**config.mk**
```make
export PLATFORM = sky130hd
export DESIGN_NAME = move_cmd_gen
export DESIGN_NICKNAME = d
export VERILOG_FILES = /design/src/rtl/controls_pkg.sv /design/src/rtl/btn_debounce.sv /design/src/rtl/move_cmd_gen.sv
export SDC_FILE = /design/constraint.sdc
export NUM_CORES = 1
export LEC_CHECK = 0
export ABC_CLOCK_PERIOD_IN_PS = 6150
export CORE_MARGIN = 2
export CORE_UTILIZATION = 50
export DETAILED_ROUTE_END_ITERATION = 8
export PLACE_DENSITY = 0.7
export SLEW_MARGIN = 20
export SYNTH_ARGS = -nofsm -noshare
export SYNTH_HDL_FRONTEND = slang
export SYNTH_HIERARCHICAL = 1
export SYNTH_SLANG_ARGS = --single-unit
```
**constraint.sdc**
```tcl
create_clock -name pixel_clk_in -period 6.15 [get_ports pixel_clk_in]
set_input_delay 1.23 -clock pixel_clk_in [delete_from_list [all_inputs] [get_ports pixel_clk_in]]
set_output_delay 1.23 -clock pixel_clk_in [all_outputs]
set_load 0.01 [all_outputs]
```
**src/rtl/controls_pkg.sv**
```systemverilog
// Shared types and helpers for the player-controller input stage:
// command encoding, button bit positions, FSM state encoding.
package controls_pkg;

  typedef enum logic [2:0] {
    CMD_NONE,
    CMD_FWD,
    CMD_BACK,
    CMD_LEFT,
    CMD_RIGHT
  } cmd_t;

  localparam int BTN_FWD   = 3;
  localparam int BTN_BACK  = 2;
  localparam int BTN_LEFT  = 1;
  localparam int BTN_RIGHT = 0;

  typedef logic [1:0] fsm_state_t;

  localparam fsm_state_t ST_IDLE   = 2'd0;
  localparam fsm_state_t ST_ARMED  = 2'd1;
  localparam fsm_state_t ST_HOLD   = 2'd2;
  localparam fsm_state_t ST_REPEAT = 2'd3;

  // Opposing pairs cancel each other before priority is applied.
  function automatic cmd_t select_cmd(input logic [3:0] held);
    logic move_ok;
    logic rot_ok;
    cmd_t result;
    move_ok = !(held[BTN_FWD] && held[BTN_BACK]);
    rot_ok  = !(held[BTN_LEFT] && held[BTN_RIGHT]);
    result  = CMD_NONE;
    if (move_ok && held[BTN_FWD]) begin
      result = CMD_FWD;
    end else if (move_ok && held[BTN_BACK]) begin
      result = CMD_BACK;
    end else if (rot_ok && held[BTN_LEFT]) begin
      result = CMD_LEFT;
    end else if (rot_ok && held[BTN_RIGHT]) begin
      result = CMD_RIGHT;
    end
    return result;
  endfunction

  // Bit order {fwd, back, left, right}.
  function automatic logic [3:0] cmd_onehot(input cmd_t cmd);
    logic [3:0] bits;
    case (cmd)
      CMD_FWD:   bits = 4'b1000;
      CMD_BACK:  bits = 4'b0100;
      CMD_LEFT:  bits = 4'b0010;
      CMD_RIGHT: bits = 4'b0001;
      default:   bits = 4'b0000;
    endcase
    return bits;
  endfunction

endpackage

```
**src/rtl/btn_debounce.sv**
```systemverilog
// One push-button: 2-FF synchronizer followed by a stability timer that
// only accepts a new level after DEBOUNCE_CYCLES consecutive differing samples.
module btn_debounce
  import controls_pkg::*;
#(
  parameter int DEBOUNCE_CYCLES = 371250
) (
  input  logic clk,
  input  logic rst_n,
  input  logic raw,
  output logic level
);

  localparam int CNT_W = $clog2(DEBOUNCE_CYCLES + 1);
  localparam logic [CNT_W-1:0] CNT_LOAD = CNT_W'(DEBOUNCE_CYCLES - 1);

  logic             sync_meta;
  logic             sync_q;
  logic [CNT_W-1:0] cnt;

  always_ff @(posedge clk or negedge rst_n) begin
    if (!rst_n) begin
      sync_meta <= 1'b0;
      sync_q    <= 1'b0;
    end else begin
      sync_meta <= raw;
      sync_q    <= sync_meta;
    end
  end

  // Down-counter reloads whenever the input agrees with the accepted level.
  always_ff @(posedge clk or negedge rst_n) begin
    if (!rst_n) begin
      cnt   <= CNT_LOAD;
      level <= 1'b0;
    end else if (sync_q == level) begin
      cnt <= CNT_LOAD;
    end else if (cnt == '0) begin
      cnt   <= CNT_LOAD;
      level <= sync_q;
    end else begin
      cnt <= cnt - 1'b1;
    end
  end

endmodule

```
**src/rtl/move_cmd_gen.sv**
```systemverilog
// Turns four raw buttons into one-hot movement commands, issued only on
// frame ticks while the raycaster is idle, with hold-to-repeat.
//
// state     | meaning
// ----------+------------------------------------------------------------
// ST_IDLE   | no command selected, nothing pending
// ST_ARMED  | command loaded and pending, waiting for an eligible tick
// ST_HOLD   | first issue done, counting ticks to the first auto-repeat
// ST_REPEAT | auto-repeating every REPEAT_FRAMES ticks
module move_cmd_gen
  import controls_pkg::*;
#(
  parameter int DEBOUNCE_CYCLES = 371250,
  parameter int HOLD_FRAMES     = 15,
  parameter int REPEAT_FRAMES   = 4
) (
  input  logic       pixel_clk_in,
  input  logic       rst_n_in,
  input  logic [3:0] btn_in,
  input  logic       frame_tick_in,
  input  logic       busy_in,
  output logic       moveFwd,
  output logic       moveBack,
  output logic       rotLeft,
  output logic       rotRight,
  output logic       valid_out
);

  localparam int FRAME_MAX = (HOLD_FRAMES > REPEAT_FRAMES) ? HOLD_FRAMES : REPEAT_FRAMES;
  localparam int CNT_W     = $clog2(FRAME_MAX + 1);

  logic [3:0]       btn_db;
  cmd_t             sel;
  cmd_t             cur_cmd;
  cmd_t             cur_cmd_nxt;
  fsm_state_t       state;
  fsm_state_t       state_nxt;
  logic             pending;
  logic             pending_nxt;
  logic [CNT_W-1:0] frame_cnt;
  logic [CNT_W-1:0] frame_cnt_nxt;
  logic [CNT_W-1:0] cnt_inc;
  logic             at_limit;
  logic             issue;

  for (genvar i = 0; i < 4; i++) begin : g_btn
    btn_debounce #(
      .DEBOUNCE_CYCLES(DEBOUNCE_CYCLES)
    ) u_debounce (
      .clk  (pixel_clk_in),
      .rst_n(rst_n_in),
      .raw  (btn_in[i]),
      .level(btn_db[i])
    );
  end

  assign sel   = select_cmd(btn_db);
  assign issue = frame_tick_in && pending && !busy_in;

  assign cnt_inc  = (frame_cnt == '1) ? frame_cnt : frame_cnt + 1'b1;
  assign at_limit = (32'(cnt_inc) >= ((state == ST_HOLD) ? HOLD_FRAMES : REPEAT_FRAMES));

  always_comb begin
    state_nxt     = state;
    cur_cmd_nxt   = cur_cmd;
    pending_nxt   = pending;
    frame_cnt_nxt = frame_cnt;
    case (state)
      ST_IDLE: begin
        if (sel != CMD_NONE) begin
          cur_cmd_nxt = sel;
          pending_nxt = 1'b1;
          state_nxt   = ST_ARMED;
        end
      end
      ST_ARMED: begin
        // A released button keeps its pending issue so a short tap still fires.
        if ((sel != CMD_NONE) && (sel != cur_cmd)) begin
          cur_cmd_nxt = sel;
          pending_nxt = 1'b1;
        end else if (issue) begin
          pending_nxt   = 1'b0;
          frame_cnt_nxt = CNT_W'(1);
          state_nxt     = (sel == CMD_NONE) ? ST_IDLE : ST_HOLD;
        end
      end
      ST_HOLD, ST_REPEAT: begin
        if (sel == CMD_NONE) begin
          pending_nxt = 1'b0;
          state_nxt   = ST_IDLE;
        end else if (sel != cur_cmd) begin
          cur_cmd_nxt = sel;
          pending_nxt = 1'b1;
          state_nxt   = ST_ARMED;
        end else begin
          if (issue) begin
            pending_nxt = 1'b0;
          end
          if (frame_tick_in) begin
            // A due tick that also issues would only queue a second strobe.
            if (at_limit) begin
              if (!issue) begin
                pending_nxt = 1'b1;
              end
              frame_cnt_nxt = '0;
              state_nxt     = ST_REPEAT;
            end else begin
              frame_cnt_nxt = cnt_inc;
            end
          end
        end
      end
      default: begin
        state_nxt   = ST_IDLE;
        pending_nxt = 1'b0;
      end
    endcase
  end

  always_ff @(posedge pixel_clk_in or negedge rst_n_in) begin
    if (!rst_n_in) begin
      state     <= ST_IDLE;
      cur_cmd   <= CMD_NONE;
      pending   <= 1'b0;
      frame_cnt <= '0;
    end else begin
      state     <= state_nxt;
      cur_cmd   <= cur_cmd_nxt;
      pending   <= pending_nxt;
      frame_cnt <= frame_cnt_nxt;
    end
  end

  always_ff @(posedge pixel_clk_in or negedge rst_n_in) begin
    if (!rst_n_in) begin
      valid_out <= 1'b0;
      moveFwd   <= 1'b0;
      moveBack  <= 1'b0;
      rotLeft   <= 1'b0;
      rotRight  <= 1'b0;
    end else begin
      valid_out <= issue;
      if (issue) begin
        {moveFwd, moveBack, rotLeft, rotRight} <= cmd_onehot(cur_cmd);
      end
    end
  end

endmodule

```
Word level (Yosys, flattened, before mapping)
Index checks and enable logic that the tools add are counted.
- flip-flop bits (word level): 103
- output and inout port bits: 5
- logic and storage cells: 131
- $add $sub $neg: 5
- $lt $le $gt $ge: 1
- equality and inequality tests: 23
- muxes and demuxes: 45
- bitwise operators: 4
- reductions and logical operators: 28
- operator list (kind ; count):
    $mux W19 ; 8
    $logic_not A19 Y1 ; 4
    $sub A19 B1 Y19 const B ; 4
    $mux W4 ; 8
    $mux W3 ; 8
    $mux W2 ; 8
    $ne A2 B2 Y1 const B ; 8
    $pmux W4 S4 ; 1
    $logic_and A1 B1 Y1 ; 9
    $pmux W3 S3 ; 1
    $mux W1 ; 8
    $ne A4 B4 Y1 const B ; 2
    $pmux W4 S2 ; 1
    $reduce_and A2 Y1 ; 4
    $eq A3 B2 Y1 const B ; 2
    $pmux W2 S3 ; 1
    $reduce_and A6 Y1 ; 1
    $reduce_and A5 Y1 ; 1
    $add A4 B1 Y4 const B ; 1
    $eq A1 B1 Y1 ; 4
    $eq A2 B2 Y1 const B ; 2
    $eq A4 B4 Y1 const B ; 1
    $ge A4 B4 Y1 ; 1
    $not A1 Y1 ; 4
    12 further kinds ; 14

Depth between registers and ports, before layout
Gate-level depths: netlist (run 1).
- depth after elaboration: 12
- gate-level depth with buffers: 10

Cells and area by module
The synthesis (run 1) kept the hierarchy.
- modules (own cells, without submodules) (module ; times used ; cells an instance ; area an instance (µm²) ; sequential area each (µm²)):
    btn_debounce ; 4 ; 103 ; 1076.0 ; 561.8
    move_cmd_gen ; 1 ; 114 ; 1032.2 ; 375.4

Least setup slack after synthesis (run 1)
Ideal clock, no wire load.
- path kind: input to register
- from: input port busy_in
- to: register frame_cnt[1]
- library setup time: 0.121 ns
- arrival: 2.277 ns
- setup slack: 3.752 ns
- cell stages on the path: 5
- buffers on the path: 0
- path through: nand2b_1 or3_2 nor2_1 o21ai_2 a32o_2
- cells in the longest elaborated chain, start to end: 4
- RTL lines (item ; line ; source):
    start, declared ; move_cmd_gen.sv:21 ; input logic busy_in,
    $logic_not A1 Y1 ; move_cmd_gen.sv:58 ; assign issue = frame_tick_in && pending && !busy_in;
    $logic_and A1 B1 Y1 ; move_cmd_gen.sv:58 ;
    $ne A2 B2 Y1 (no source line) ; n/a ;
    $reduce_and A6 Y1 (no source line) ; n/a ;
    end signal, assigned ; move_cmd_gen.sv:130 ; frame_cnt <= frame_cnt_nxt;
    end, declared ; move_cmd_gen.sv:40 ; logic [CNT_W-1:0] frame_cnt;
Every way passes these cells.
A chain may end at the register's enable or synchronous reset.

Worst setup path after layout (run 1)
- from: register frame_cnt[0]
- to: register pending
- cells in the longest elaborated chain, start to end: 8
- elaborated cells between the ends (all ways): 9
- those cells by class: 1 x add/sub; 1 x order compare; 1 x eq/ne; 6 x mux
- RTL lines (item ; line ; source):
    $add A4 B1 Y4 / $eq A4 B4 Y1 (equally long branches) ; move_cmd_gen.sv:60 ; assign cnt_inc = (frame_cnt == '1) ? frame_cnt : frame_cnt + 1'b1;
    $mux W4 * ; move_cmd_gen.sv:60 ;
    $ge A4 B4 Y1 * ; move_cmd_gen.sv:61 ; assign at_limit = (32'(cnt_inc) >= ((state == ST_HOLD) ? HOLD_FRAMES : REPEAT_FRAMES));
    $mux W1 * ; move_cmd_gen.sv:101 ; if (at_limit) begin
    $mux W1 * ; move_cmd_gen.sv:99 ; if (frame_tick_in) begin
    $mux W1 * ; move_cmd_gen.sv:91 ; end else if (sel != cur_cmd) begin
    $mux W1 * ; move_cmd_gen.sv:88 ; if (sel == CMD_NONE) begin
    $pmux W1 S3 * ; move_cmd_gen.sv:68 ; case (state)
    end signal, assigned ; move_cmd_gen.sv:129 ; pending <= pending_nxt;
    end, declared ; move_cmd_gen.sv:38 ; logic pending;
Mark *: on every way between the ends. The rest lies on a longest branch, timed or not.

==> impl_metrics.toml, run 1 <==
[route]
final_antenna_net_count = 0
drt_iter0_drc = 215
wl_per_cell_um = 14.17
finalWirelength_um = 9661
drc = 0
vias = 3807
drt-pass1-iter-count = 4
via_per_inst = 5.582

[final_layout]
layout_commonest_cell = "nor2_1"
syn2layout_area_growth_pct = 8.793
layout_common_cells = "77 x nor2_1, 67 x dfrtp_1, 54 x nand2_1"
drive_gt1_frac = 0.1905
nets = 561
n_antenna_cell = 0
fin_util = 0.5624

[min_path]
min_to = "g_btn[3].u_debounce/sync_q$_DFF_PN0_"
min_path_cells = 0
min_from = "g_btn[3].u_debounce/sync_meta$_DFF_PN0_"
hp-class = "flip-flop to flip-flop"

[die]
dieArea_mm2 = 0.01152
core.rowCount = 37
die_w_um = 107.3
core-area_mm2 = 0.01032
die_h_um = 107.3
start_util = 0.5169
io_pins = 13

[yosys]
ys.warnings.count = 6
ys_seq_elements = 103
yosysUniqueCellTypes = 54
ys_async_sr_fraction = 1.000
syn_area_mm2 = 0.005336
ys_seq_area_frac = 0.4914
synth_edf_count = 0
synth_nets = 546
avgSynthCellArea_um2 = 10.15
netlist_instances = 526
synthFlopType = "dfrtp_1"

[cts]
clk_latency_ps = 380
clk_pin_slew_ps = 100
root_buffer = "clkbuf_8"
clk_path_buf_depth = 2
htree_num_levels = 3
ctsHoldBuffers = 0
cts_buffers = 9
cts_tree = "yes"
cts.sinks = 103
postCtsSetupBuffers = 0
cts.repair.resized = 0

[worst_setup_path]
cp_data_arrival_time_ps = 2880
crit-reg2reg-launch = "frame_cnt[0]$_DFFE_PN0P_"
worstPathMaxFanout = 6
crit_path_max_incr_delay_ps = 430
start_kind = "flip-flop"
endpoint_kind = "flip-flop"
crit_chain = "ha_1 -> nand3_1 -> mux2_2 -> ha_1 -> a21oi_1 -> o31a_1 -> o311ai_0 -> a21oi_1 -> o32ai_1"
rrSetupSlack_ps = 3550
r2r_end = "pending$_DFFE_PN0P_"
crit_path_top_delay_cell = "dfrtp_1"
crit_type = "flip-flop to flip-flop"
ff2ff_path_depth = 9
critPathRequiredTime_ps = 6430

[global_routing]
grt_pass1_wl_um = 17110
grt_max_degree = 55
grt_pass1_vias = 3777
grt_antenna_before_repair = 0
grt_usage = 0.1842
grt.overflow.total = 0

[placement]
dp_hpwl_um = 6700
dpl_worst_slack_ps = 3227
numPortBuffers = 12
gp_congestion = 0.7935

[timing]
clock_skew_ps = 13.21
rsz0062_at_grt = "no"
slew_headroom = 0.5661
fin_crit_sh = 0.4233
fmax_ghz = 0.3842
drv_slew = 0
finalSetupTns_ps = 0
fin_crit_ps = 2603
setup_viol = 0
worstMarginPinSlew_ps = 650.8
hold_viol = 0
timing.final.ws_setup_ps = 3547

[power]
p_comb_frac = 0.074
p_int_uw = 908.4
ir_worst_vdd_v = 0.0001106
p_sw_frac = 0.2644
switchingPower_uw = 326.5
p_per_area_mw_per_mm2 = 212.7
leakagePower_uw = 0.002352
pwr-share-clk = 0.338
p_seq_frac = 0.587

[outcome]
status = "finished clean"

[job]
drv_cap = 0
flip-flops by register name, summed over array words and instances (netlist names):
name / cells
g_btn.u_debounce/sync_q: 4
moveBack: 1
rotRight: 1
g_btn.u_debounce/cnt: 76
cur_cmd: 3
g_btn.u_debounce/sync_meta: 4
valid_out: 1
moveFwd: 1
g_btn.u_debounce/level: 4
frame_cnt: 4
state: 2
pending: 1
rotLeft: 1
worst max path at each step:
| stage | startpoint | to | slack, ps | cells past startpoint |
|---|---|---|---|---|
| final | frame_cnt[0]$_DFFE_PN0P_ | pending$_DFFE_PN0P_ | 3550 | 9 |
| after global routing | frame_cnt[0]$_DFFE_PN0P_ | pending$_DFFE_PN0P_ | 3440 | 9 |
| after CTS | frame_cnt[0]$_DFFE_PN0P_ | pending$_DFFE_PN0P_ | 3550 | 9 |
| after detailed placement | frame_tick_in | frame_cnt[3]$_DFFE_PN0P_ | 3230 | 6 |
| after global placement | frame_tick_in | frame_cnt[1]$_DFFE_PN0P_ | 3260 | 6 |
| after floorplan | busy_in | frame_cnt[1]$_DFFE_PN0P_ | 3750 | 5 |
area by class of cell:
| class | count | area (um^2) |
|---|---|---|
| Tap cell | 136 | 170.2 |
| Clock buffer | 10 | 137.6 |
| Fill cell | 895 | 4518 |
| Inverter | 18 | 67.56 |
| Clock inverter | 6 | 60.06 |
| Timing Repair Buffer | 17 | 155.1 |
| Multi-Input combinational cell | 392 | 2592 |
| Sequential cell | 103 | 2623 |
Yosys cell counts, types with 5 or more instances:
cell type	instances	area share
a21oi_1	7	0.0066
a21oi_2	5	0.0082
clkbuf_1	9	0.0063
dfrtp_1	67	0.31
dfstp_2	36	0.18
ha_1	12	0.028
inv_1	18	0.013
mux2_2	5	0.011
nand2_1	54	0.038
nand2b_1	5	0.0059
nand3_1	28	0.026
nand4_1	16	0.019
nand4b_1	8	0.013
nor2_1	77	0.054
nor3_1	14	0.013
o211ai_1	5	0.0070
o21ai_0	12	0.011
o21ai_2	5	0.0082
o31ai_1	10	0.014
or3_1	8	0.0094
or3_2	5	0.0070
xnor2_1	11	0.018
xor2_1	44	0.072
cells by family (layout without fill, tap and decap cells):
family	count (synthesis)	count (layout)	synth area share
adders and majority gates	15	15	0.03400
and+or+nand+nor	253	253	0.2579
DFF	103	103	0.4914
muxes	6	6	0.01243
AOI/OAI and AO/OA	62	62	0.08605
buffers and inverters	31	51	0.02274
xor gates and xnor gates	56	56	0.09543
power groups by stage:
stage | logic, uW | clock network (uW) | registers [uW]
floorplan | 57.9 | 0 | 734
global placement | 90.6 | 0 | 737
detailed placement | 93.6 | 0 | 737
CTS | 94.4 | 436 | 725
global route | 107 | 457 | 729
finish | 91.8 | 418 | 725
metal layers:
metal  track usage  part of all wire
met1        0.2433              0.48
met2        0.2997              0.48
met3       0.04358             0.030
met4       0.06030             0.016
met5             0                 0
worst max-delay path, delay by kind of cell (launching register included):
kind                     cells  cell delay, ps
adder cells (fa/ha/maj)      2             570
AND/OR/NAND/NOR              1             150
multiplexers                 1             370
flip-flops                   1             430
AO/OA/AOI/OAI                5             990
metrics by stage:
| step | cells | power, uW | hold WS, ps | cell area, um^2 |
|---|---|---|---|---|
| floorplan | 526 | 791.5 | 331.2 | 5336 |
| global placement | 666 | 827.2 | 338.8 | 5608 |
| detailed placement | 666 | 831.1 | 342.0 | 5608 |
| CTS | 682 | 1256 | 367.3 | 5806 |
| global route | 682 | 1293 | 380.2 | 5806 |
| finish | 682 | 1235 | 364.1 | 5806 |
(Power assumes the default switching activity.)
==> inputs of run 2 (changes only) <==
- ABC_CLOCK_PERIOD_IN_PS: 6150 -> 2150
- PLACE_DENSITY: 0.7 -> 0.72
- clock period: 6.15 -> 2.15 ns (I/O delays scaled with it)
==> run 2 against run 1 <==
Effect of this change:
- the flow now finishes with violations (negative setup slack)
- fmax rose by 17%
- utilization is 2.5 points higher
- count of clock-buffer cells in the layout is 1 lower
- sequential share of layout area is 1.9 points lower
- total power grew to 2.9 times the previous value
- wire length up 1.8%
- flip-flop and latch count did not move
- global-route usage increased by 0.67 points
- register-to-register slack worse by 3600 ps
- die area did not move
==> impl_metrics.toml, run 2 (same netlist as run 1, synthesis figures left out) <==
[global_routing]
grt.overflow.total = 0
met1_usage = 0.2397
met2_usage = 0.3219
grt_antenna_before_repair = 0
grt_usage = 0.1910
grt_pass1_wl_um = 17570
grt_busiest_layer = "met2"
use_met3 = 0.05327
grt_pass1_vias = 3908
grt_max_degree = 40

[cts]
cts.sinks = 103
clk_pin_slew_ps = 100
root_buffer = "clkbuf_8"
cts_buffers = 9
clk_latency_ps = 380
htree_num_levels = 3
clk_path_buf_depth = 2
cts_tree = "yes"

[power]
pwr-share-clk = 0.345
p_seq_frac = 0.577
p_sw_frac = 0.2554
ir_worst_vdd_v = 0.0003934
switchingPower_uw = 918.4
p_per_area_mw_per_mm2 = 592.6
p_int_uw = 2677
power_uw = 3595
p_comb_frac = 0.078
leakagePower_uw = 0.002479

[route]
final_antenna_net_count = 0
finalWirelength_um = 9839
wl_per_cell_um = 14.02
vias = 3837
drt_iter0_drc = 192
drc = 0
via_per_inst = 5.466
drt-pass1-iter-count = 4

[final_layout]
layout_commonest_cell = "nor2_1"
top_register = "g_btn.u_debounce/cnt"
n_antenna_cell = 0
drive_gt1_frac = 0.2350
largest_reg_flops = 76
syn2layout_area_growth_pct = 13.69
fin_util = 0.5877
nets = 581
layout_common_cells = "75 x nor2_1, 67 x dfrtp_1, 54 x nand2_1"
final.fill_count = 862
instances_no_fill = 702

[timing]
fmax_ghz = 0.4480
clock_skew_ps = 7.629
worstMarginPinSlew_ps = 534.8
slew_headroom = 0.6434
rsz0062_at_grt = "yes"
hold_viol = 0
fin_crit_ps = 2232
fin_crit_sh = 1.038
finalSetupTns_ps = -205.1
setup_viol = 4
timing.final.ws_setup_ps = -82.12
drv_slew = 0

[die]
die_h_um = 107.3
die_w_um = 107.3
core.rowCount = 37
core-area_mm2 = 0.01032
io_pins = 13
start_util = 0.5169
dieArea_mm2 = 0.01152

[min_path]
min_from = "g_btn[3].u_debounce/sync_meta$_DFF_PN0_"
hp-class = "flip-flop to flip-flop"
min_to = "g_btn[3].u_debounce/sync_q$_DFF_PN0_"
min_path_cells = 0

[placement]
dp_hpwl_um = 6841
place_inst = 683
gp_congestion = 0.8001
dpl_worst_slack_ps = -128.5
numPortBuffers = 12

[worst_setup_path]
r2r_end = "pending$_DFFE_PN0P_"
start_kind = "flip-flop"
cp_data_arrival_time_ps = 2510
worstPathMaxFanout = 3
crit_type = "flip-flop to flip-flop"
endpoint_kind = "flip-flop"
ff2ff_path_depth = 9
crit-reg2reg-launch = "frame_cnt[0]$_DFFE_PN0P_"
critPathRequiredTime_ps = 2430
rrSetupSlack_ps = -80

[job]
drv_cap = 0

[outcome]
violations = "negative setup slack"
status = "finished with violations"
[run 2: changes by cell type in the layout (fill, tap and decap cells not counted), moves of 3 or more]
cell / delta
inv_8: -3
buf_4: +15
buf_6: +3
clkinvlp_4: +3
[run 2: what timing repair did]
item,CTS,global route
endpoints found under the setup margin,6,6
hold endpoints to repair,16,0
hold buffers,1,0
resized for setup,3,9
pin swaps,3,5
cloned,0,0
buffers inserted,2,0
[run 2: area by class of cell]
type	instances	area [um^2]	share of cell area
well taps	136	170.2	0.02805
repair buffers	37	331.6	0.05465
multi-input cells	392	2673	0.4405
clock buffers	9	123.9	0.02042
inverters	18	67.56	0.01114
clock inverters	7	78.83	0.01299
flip-flops and latches	103	2623	0.4323
[run 2: critical path: stages, from the launching register on]
cell and delay [ps]:
dfrtp_1 440, ha_4 200, nand3_4 90, mux2_4 320, ha_4 270, a21oi_2 50, o31a_1 290, o311ai_2 240
a21oi_1 100, o32ai_1 130
[run 2: layer usage]
metal,up-vias,wire length (um),part of all wire
li1,1891,-,-
met1,1885,4531,0.46
met2,50,4835,0.49
met3,11,339,0.034
met4,0,133,0.014
met5,-,0,0
[run 2: power groups by stage]
stage / Clock [uW] / Combinational, uW / Sequential (uW)
after CTS: 1290 / 286 / 2070
after global placement: 0 / 274 / 2110
after floorplan: 0 / 166 / 2100
after global routing: 1370 / 322 / 2090
final: 1240 / 281 / 2080
after detailed placement: 0 / 281 / 2110
[run 2: metrics by stage]
stage,cell area [um^2],hold slack [ps]
2_1_floorplan,5374,134.4
3_3_place_gp,5786,347.5
3_5_place_dp,5786,334.7
4_1_cts,6025,353.3
5_1_grt,6067,368.0
6_report,6067,352.7
[run 2: how the worst max path moves through the flow]
stage	cells after the start	start	end	slack (ps)
after global placement	9	frame_cnt[1]$_DFFE_PN0P_	pending$_DFFE_PN0P_	-30
after floorplan	9	frame_cnt[0]$_DFFE_PN0P_	pending$_DFFE_PN0P_	-40
after global routing	10	frame_cnt[0]$_DFFE_PN0P_	pending$_DFFE_PN0P_	-160
after CTS	10	frame_cnt[0]$_DFFE_PN0P_	frame_cnt[0]$_DFFE_PN0P_	-60
after detailed placement	9	frame_cnt[0]$_DFFE_PN0P_	pending$_DFFE_PN0P_	-130
final	9	frame_cnt[0]$_DFFE_PN0P_	pending$_DFFE_PN0P_	-80
